<file path="config.mk">
export PLATFORM = sky130hd
export DESIGN_NAME = ex_operand_select
export DESIGN_NICKNAME = d
export VERILOG_FILES = /design/src/rtl/cpu_pkg.sv /design/src/rtl/dff_sync_rstn.sv /design/src/rtl/ex_operand_select_fwd_unit.sv /design/src/rtl/ex_operand_select.sv
export SDC_FILE = /design/constraint.sdc
export NUM_CORES = 1
export LEC_CHECK = 0
export ABC_CLOCK_PERIOD_IN_PS = 9820
export BUFFER_PORTS_ARGS = -buffer_cell sky130_fd_sc_hd__buf_4
export CORE_AREA = 5 5 225 227
export DETAILED_ROUTE_END_ITERATION = 10
export DIE_AREA = 0 0 230 232
export GPL_TIMING_DRIVEN = 0
export PLACE_DENSITY_LB_ADDON = 0.12
export SETUP_SLACK_MARGIN = 0.05
export SLEW_MARGIN = 20
export SYNTH_ARGS = -nofsm -noshare
export SYNTH_HDL_FRONTEND = slang
export SYNTH_HIERARCHICAL = 1
export SYNTH_SLANG_ARGS = --single-unit
export TNS_END_PERCENT = 30
</file>
<file path="constraint.sdc">
create_clock -name clk -period 9.82 [get_ports clk]
set_input_delay 1.964 -clock clk [delete_from_list [all_inputs] [get_ports clk]]
set_output_delay 1.964 -clock clk [all_outputs]
set_load 0.05 [all_outputs]
</file>
<file path="src/rtl/cpu_pkg.sv">
// Shared definitions for the ID/EX operand-delivery path.
// Holds the datapath sizes, the forwarding-select encoding and the
// ALU-B source encoding. The other files import it.
package cpu_pkg;

  localparam int DW       = 64;  // datapath width
  localparam int RW       = 5;   // register index width
  localparam int ZERO_REG = 31;  // XZR: reads as zero, so it is never forwarded

  // Where an ID source operand comes from.
  typedef enum logic [1:0] {
    FWD_RF  = 2'b00,
    FWD_EX  = 2'b01,
    FWD_MEM = 2'b10
  } fwd_sel_t;

  // Which value feeds the ALU's second operand in EX.
  typedef enum logic [1:0] {
    SRC_REG    = 2'b00,
    SRC_DADDR9 = 2'b01,
    SRC_IMM12  = 2'b10
  } alu_src_t;

endpackage

</file>
<file path="src/rtl/dff_sync_rstn.sv">
// One-bit D flip-flop with a synchronous active-low clear.
//   clk   : rising-edge clock
//   rst_n : synchronous active-low reset, wins over d
//   d / q : data in / registered data out
module dff_sync_rstn (
  input  logic clk,
  input  logic rst_n,
  input  logic d,
  output logic q
);

  always_ff @(posedge clk) begin
    if (!rst_n) q <= 1'b0;
    else        q <= d;
  end

endmodule

</file>
<file path="src/rtl/ex_operand_select_fwd_unit.sv">
// Forwarding select logic for the ID source operands. Purely combinational.
//   src            : source register index per operand (0 = A, 1 = B)
//   rd_ex, wen_ex  : destination / write enable of the instruction in EX
//   rd_mem, wen_mem: destination / write enable of the instruction in MEM
//   sel            : per-operand select, encoded as cpu_pkg::fwd_sel_t
// The younger EX result wins over MEM; XZR is never forwarded because
// its architectural value is always zero.
module fwd_unit
  import cpu_pkg::*;
#(
  parameter int RW       = cpu_pkg::RW,
  parameter int ZERO_REG = cpu_pkg::ZERO_REG,
  parameter int NUM_OPS  = 2
) (
  input  logic [NUM_OPS-1:0][RW-1:0] src,
  input  logic [RW-1:0]              rd_ex,
  input  logic                       wen_ex,
  input  logic [RW-1:0]              rd_mem,
  input  logic                       wen_mem,
  output logic [NUM_OPS-1:0][1:0]    sel
);

  localparam logic [RW-1:0] ZR = RW'(ZERO_REG);

  for (genvar i = 0; i < NUM_OPS; i++) begin : g_op
    logic not_zr, hit_ex, hit_mem;
    assign not_zr  = (src[i] != ZR);
    assign hit_ex  = wen_ex  && (rd_ex  == src[i]) && not_zr;
    assign hit_mem = wen_mem && (rd_mem == src[i]) && not_zr;
    assign sel[i]  = hit_ex  ? FWD_EX  :
                     hit_mem ? FWD_MEM : FWD_RF;
  end

endmodule

</file>
<file path="src/rtl/ex_operand_select.sv">
// Operand delivery between register-file read (ID) and the ALU (EX).
//   ID side : rn / reg_ab select sources, rf_data1/2 are the register-file
//             reads, rd_*/wen_* and *_result describe the EX and MEM
//             instructions for forwarding; daddr9, imm12, alu_src are the
//             immediate fields and ALU-B source select.
//   ID outs : fwd_sel_a/b (forwarding selects), opnd_b_id (forwarded B for
//             CBZ) and b_zero_id (opnd_b_id == 0).
//   EX outs : alu_a (registered A), alu_b (source-muxed B) and store_data
//             (registered B, independent of alu_src).
// The ID/EX register loads every cycle; rst_n clears it synchronously.
module ex_operand_select
  import cpu_pkg::*;
#(
  parameter int DW       = cpu_pkg::DW,
  parameter int RW       = cpu_pkg::RW,
  parameter int ZERO_REG = cpu_pkg::ZERO_REG
) (
  input  logic          clk,
  input  logic          rst_n,
  input  logic [RW-1:0] rn,
  input  logic [RW-1:0] reg_ab,
  input  logic [DW-1:0] rf_data1,
  input  logic [DW-1:0] rf_data2,
  input  logic [RW-1:0] rd_ex,
  input  logic          wen_ex,
  input  logic [RW-1:0] rd_mem,
  input  logic          wen_mem,
  input  logic [DW-1:0] ex_result,
  input  logic [DW-1:0] mem_result,
  input  logic [8:0]    daddr9,
  input  logic [11:0]   imm12,
  input  logic [1:0]    alu_src,
  output logic [1:0]    fwd_sel_a,
  output logic [1:0]    fwd_sel_b,
  output logic [DW-1:0] opnd_b_id,
  output logic          b_zero_id,
  output logic [DW-1:0] alu_a,
  output logic [DW-1:0] alu_b,
  output logic [DW-1:0] store_data
);

  // Everything that crosses the ID/EX boundary.
  typedef struct packed {
    logic [DW-1:0] a;
    logic [DW-1:0] b;
    logic [DW-1:0] daddr9_ext;
    logic [DW-1:0] imm12_ext;
    logic [1:0]    alu_src;
  } idex_t;

  localparam int PW = $bits(idex_t);

  // ---------------- ID: forwarding ----------------
  logic [1:0][RW-1:0] src;
  logic [1:0][1:0]    sel;

  assign src[0] = rn;
  assign src[1] = reg_ab;

  fwd_unit #(
    .RW       (RW),
    .ZERO_REG (ZERO_REG),
    .NUM_OPS  (2)
  ) u_fwd (
    .src     (src),
    .rd_ex   (rd_ex),
    .wen_ex  (wen_ex),
    .rd_mem  (rd_mem),
    .wen_mem (wen_mem),
    .sel     (sel)
  );

  assign fwd_sel_a = sel[0];
  assign fwd_sel_b = sel[1];

  // An unexpected 2'b11 falls back to the register-file value.
  function automatic logic [DW-1:0] fwd_mux(input logic [1:0]    s,
                                            input logic [DW-1:0] rf,
                                            input logic [DW-1:0] ex,
                                            input logic [DW-1:0] mem);
    case (s)
      FWD_EX:  return ex;
      FWD_MEM: return mem;
      default: return rf;
    endcase
  endfunction

  logic [DW-1:0] opnd_a_id;

  assign opnd_a_id = fwd_mux(sel[0], rf_data1, ex_result, mem_result);
  assign opnd_b_id = fwd_mux(sel[1], rf_data2, ex_result, mem_result);
  assign b_zero_id = ~|opnd_b_id;

  // ---------------- ID/EX register ----------------
  idex_t         id_d, ex_q;
  logic [PW-1:0] id_bits, ex_bits;

  always_comb begin
    id_d            = '0;
    id_d.a          = opnd_a_id;
    id_d.b          = opnd_b_id;
    id_d.daddr9_ext = {{(DW-9){daddr9[8]}}, daddr9};
    id_d.imm12_ext  = {{(DW-12){1'b0}}, imm12};
    id_d.alu_src    = alu_src;
  end

  assign id_bits = id_d;

  for (genvar i = 0; i < PW; i++) begin : g_idex
    dff_sync_rstn u_dff (
      .clk   (clk),
      .rst_n (rst_n),
      .d     (id_bits[i]),
      .q     (ex_bits[i])
    );
  end

  assign ex_q = idex_t'(ex_bits);

  // ---------------- EX: ALU-B source ----------------
  // 2'b11 has no encoding and yields zero.
  always_comb begin
    alu_b = '0;
    case (ex_q.alu_src)
      SRC_REG:    alu_b = ex_q.b;
      SRC_DADDR9: alu_b = ex_q.daddr9_ext;
      SRC_IMM12:  alu_b = ex_q.imm12_ext;
      default:    alu_b = '0;
    endcase
  end

  assign alu_a      = ex_q.a;
  assign store_data = ex_q.b;

endmodule

</file>
=== Word-level counts from Yosys, hierarchy flattened ===
Index checks and enable logic that the tools add are counted.

* Register bits after elaboration: 151
* Latch bits: 0
* RAM bits: 0
* Memory bits (read-only): 0
* Input port bits: 303
* Output and inout port bits: 261
* Logic and storage cells: 181
* Memories kept: 0

* Add/subtract/negate cells: 0
* Multiply operators: 0
* Divide/modulo/power cells: 0
* Order comparisons: 0
* Eq/ne operators: 12
* Shifts and indexed selects: 0
* Multiplexer cells: 7
* Bitwise gates (word level): 0
* Reductions and logical operators: 11

{| class="wikitable"
|+ Operator list
! operator !! count
|-
| 64-bit case mux with 2 select lines || 2
|-
| 64-bit case mux with 3 select lines || 1
|-
| 64-bit OR reduction || 1
|-
| 5-bit == test || 4
|-
| 5-bit inequality test (second input constant) || 2
|-
| 1-bit logical AND || 8
|-
| 2-bit two-way mux || 4
|-
| 2-bit by 1-bit == test with 1-bit output (second input constant) || 3
|-
| 2-bit == test (second input constant) || 3
|-
| 2-bit zero test || 1
|-
| 1-bit zero test || 1
|}

=== Longest topological paths before layout ===
* Depth after elaboration: 9
* Gate-level depth with buffers: 14
* Mapped depth without buffers: 11

=== Cells and area by module ===
Netlist, hierarchy kept.

{| class="wikitable"
|+ Modules (own cells, without submodules)
! module !! times used !! cells an instance !! area an instance (µm²) !! sequential area each (µm²)
|-
| dff_sync_rstn || 258 || 2 || 26.3 || 20.0
|-
| ex_operand_select || 1 || 812 || 4,923.5 || 0.0
|-
| fwd_unit || 1 || 38 || 287.8 || 0.0
|}

=== Least setup slack after synthesis ===
OpenSTA, ideal clock, no wires.

* Path type: input to output
* Start: input port reg_ab[3]
* End: output port b_zero_id
* Data arrival time: 6,195 ps
* Data required time: 7,856 ps
* Slack: 1,661 ps
* Stages on the path: 12
* Buffers on the path: 2
* Cell sequence: nand3_1 > nor2_2 > nor4_2 > nor4_2 > ha_1 > buf_4 > buf_2 > nand2_1 > o21ai_0 > nor4_1 > nand4_1 > nor4_2

* Elaborated cells on any way between the ends: 14
* Classes of those cells: 5 x eq/ne; 3 x mux; 6 x reduce/logical

{| class="wikitable"
|+ RTL lines
! item !! RTL line !! source
|-
| start, declared || ex_operand_select.sv:21 || <nowiki>input logic [RW-1:0] reg_ab,</nowiki>
|-
| 5-bit == test || ex_operand_select_fwd_unit.sv:28 || <nowiki>assign hit_ex = wen_ex && (rd_ex == src[i]) && not_zr;</nowiki>
|-
| 1-bit logical AND || ex_operand_select_fwd_unit.sv:28 ||
|-
| 1-bit logical AND (*) || ex_operand_select_fwd_unit.sv:28 ||
|-
| via u_fwd.g_op[1].hit_ex || ex_operand_select_fwd_unit.sv:26 || <nowiki>logic not_zr, hit_ex, hit_mem;</nowiki>
|-
| 2-bit two-way mux (*) || ex_operand_select_fwd_unit.sv:30 || <nowiki>assign sel[i] = hit_ex ? FWD_EX :</nowiki>
|-
| via fwd_sel_b[1] || ex_operand_select.sv:34 || <nowiki>output logic [1:0] fwd_sel_b,</nowiki>
|-
| 2-bit == test or 2-bit by 1-bit == test with 1-bit output (tied branches) || ex_operand_select.sv:81 || <nowiki>case (s)</nowiki>
|-
| 64-bit case mux with 2 select lines (*) || ex_operand_select.sv:81 ||
|-
| via opnd_b_id[28] || ex_operand_select.sv:35 || <nowiki>output logic [DW-1:0] opnd_b_id,</nowiki>
|-
| 64-bit OR reduction (*) || ex_operand_select.sv:92 || <nowiki>assign b_zero_id = ~|opnd_b_id;</nowiki>
|-
| 1-bit zero test (*) || ex_operand_select.sv:92 ||
|-
| end, declared || ex_operand_select.sv:36 || <nowiki>output logic b_zero_id,</nowiki>
|}

Mark *: on every way through the listed nets, which the timed path passes. The rest lies on a longest branch.

=== Worst setup path in the final report ===
* Start: input port reg_ab[1]
* End: output port b_zero_id

* Elaborated cells on any way between the ends: 14
* Classes of those cells: 5 x eq/ne; 3 x mux; 6 x reduce/logical

{| class="wikitable"
|+ RTL lines
! item !! RTL line
|-
| 5-bit == test || ex_operand_select_fwd_unit.sv:28
|-
| 1-bit logical AND || ex_operand_select_fwd_unit.sv:28
|-
| 1-bit logical AND (*) || ex_operand_select_fwd_unit.sv:28
|-
| via u_fwd.g_op[1].hit_ex || ex_operand_select_fwd_unit.sv:26
|-
| 2-bit two-way mux (*) || ex_operand_select_fwd_unit.sv:30
|-
| 2-bit == test or 2-bit by 1-bit == test with 1-bit output (tied branches) || ex_operand_select.sv:81
|-
| 64-bit case mux with 2 select lines (*) || ex_operand_select.sv:81
|-
| 64-bit OR reduction (*) || ex_operand_select.sv:92
|-
| 1-bit zero test (*) || ex_operand_select.sv:92
|}

Marked as above.

==> metrics <==
status finished, final reports clean; Worst Path Buf+Inv 6; Initial Util 24.8%; stages on the worst setup path 14; worst-path fanout max 10; final setup fails 0; total gr overflow 0; Layout area overhead 52.4%; dpl ws 2.13 ns; synthesized area 0.0120 mm²; die width 230 µm; io pins 564; RSZ-0062 raised after global routing false; sequential group share of total power 36.4%; initial antenna violation count 10; CTS tree built; vias in the first global route 12400; Max stage delay cell, worst path clkbuf_1; Slew headroom 28.6%; Avg Cell Area, Syn 8.78 µm²; DIE AREA 0.0534 mm²; Pwr Density 170 mW/mm²; total CTS buffers 31; DR vias 11900; pin count of the biggest net entering global routing 139; core area 0.0484 mm²; Site Rows 81; Critical Path AT 5.66 ns; final hold viol count 0; worst hold stages 2; Starting DRT DRC Count 622; total power 3.10 mW; area taken by flip-flops and latches 0.00516 mm²; post-CTS sizing 0; maxcap violations 0; # fillers 5072; Pleak 8.34 nW; top cells by area, synth dfxtp_1 43%, and2_1 13%, buf_4 8.3%; Seq cells post-synth 258; multi-input logic area 0.00563 mm²; routed vias/inst 4.48; VDD IR max 0.000126 V; CTS Root Cell clkbuf_16; count of cell types in the netlist 25; CP max stage delay 0.77 ns; DP Area 0.0172 mm²; Final nets 2321; critical path's top delay family buffers and inverters; cts hold-fix bufs 0; dominant cell type by area after synthesis dfxtp_1; post-DP HPWL 51.6 mm; Top cell by count, worst path buf_4; Clock Tree Buf Depth 3; clock network power share 38.6%; IO Port Bufs 563; max-slew violations 0; antenna viol nets, final 0; final RePlAce weighted congestion 0.906; top cell type's share of synthesized area 43.1%; CP Class in2out; DRC violations left 0; final WL 64.8 mm; period utilisation layout 77.6%; First-pass DRT Iterations 5; Net Sw Frac 32.1%; worst slew pin tran 1.06 ns; final setup margin 2.20 ns; dpl cells 2603; P_int 2.10 mW; Tot GR Track Use 23.0%; Top reg by flops g_idex.u_dff/q; clock tree sinks 258; WHS 1.58 ns; sequential fraction of the synthesis area 43.1%; # Post-CTS Setup Buffers 0; WP data required 7.86 ns; Worst Hold Class in2reg; post-layout min period 7.62 ns; first-pass GRT wire length 89.9 mm; switching pwr 0.997 mW; Yosys warning count 6; CTS clk-pin slew, worst paths 0.06 ns; H-Tree Depth 1; fmax 131 MHz; Regs by FF count g_idex.u_dff/q x258; Post-Layout Inst Area 0.0183 mm²; logic gate share of total power 25.0%; Largest register FFs 258; CP endpoint kind output port; crit start category input port; share of cells above drive strength 1 38.8%; final core occ 37.7%; setup TNS 0 ns; Syn Inst Count 1366; drt wl/cell 24.3 µm; die height 232 µm; non-filler instance count after layout 2663; crit-path cells buf_4, xnor2_1, nand4_1, nor4_2, buf_4, inv_1, ha_1, buf_4, clkbuf_1, o21ai_0, nor4_1, nand4_1, nor4_2, buf_4
==> worst paths after layout <==
path | from | to | slack [ns]
worst max-delay path | reg_ab[1] | b_zero_id | 2.20
worst min-delay path | daddr9[6] | g_idex[72].u_dff/q | 1.58
==> layer usage <==
layer | vias up | GRT usage (%) | share of wire (%)
li1 | 5767 | - | -
met1 | 5635 | 28.0 | 41
met2 | 443 | 40.0 | 49
met3 | 88 | 6.48 | 7.5
met4 | 10 | 6.11 | 2.6
met5 | - | 0 | 0.094
==> Yosys cell counts (all sizes together) <==
cell and count:
nor2b 1, inv 4, ha 4, conb 1, mux2i 64, nand3 2
nand4 8, and2 258, dfxtp 258, nor2 2, nand2 196, clkbuf 33
nor4 21, buf 174, a22oi 128, o21ai 192, xor2 4, xnor2 16
==> final cells by class <==
cell class / instances / share of cell area, %
clock inverters: 9 / 0.753
clock buffers: 49 / 5.00
inverters: 4 / 0.0821
flip-flops and latches: 258 / 28.3
plain buffers: 207 / 7.51
well taps: 622 / 4.26
diodes: 2 / 0.0274
multi-input cells: 948 / 30.8
repair buffers: 564 / 23.3
==> power by group through the flow <==
| stage | Sequential (mW) | Clock, mW | Combinational [mW] |
|---|---|---|---|
| 2_1_floorplan | 1.14 | 0 | 0.449 |
| 3_3_place_gp | 1.15 | 0 | 0.780 |
| 3_5_place_dp | 1.15 | 0 | 0.781 |
| 4_1_cts | 1.13 | 1.23 | 0.783 |
| 5_1_grt | 1.13 | 1.27 | 0.819 |
| 6_report | 1.13 | 1.20 | 0.776 |
==> cells by family after synthesis <==
group           share of synthesized area (%)
simple gates                             21.5
other cells                            0.0313
compound gates                           16.6
xor+xnor                                 1.46
mux                                      5.34
fa+ha+maj                               0.417
flops                                    43.1
buf+inv                                  11.6
==> cells in the final DEF, fill, tap and decap left out, types with 4 or more instances in the layout <==
cell type / count
o21ai_0: 162
a22oi_2: 14
buf_1: 12
nand2_1: 196
inv_1: 4
and2_1: 258
clkbuf_16: 31
dfxtp_1: 258
xnor2_1: 16
a22oi_1: 114
ha_1: 4
xor2_1: 4
buf_6: 10
mux2i_1: 64
nor4_1: 18
conb_1: 52
buf_4: 694
o21ai_1: 30
clkbuf_8: 7
clkinv_2: 4
buf_2: 20
clkbuf_1: 44
nand4_1: 8
No activity file was read; power rests on OpenSTA's default activity.
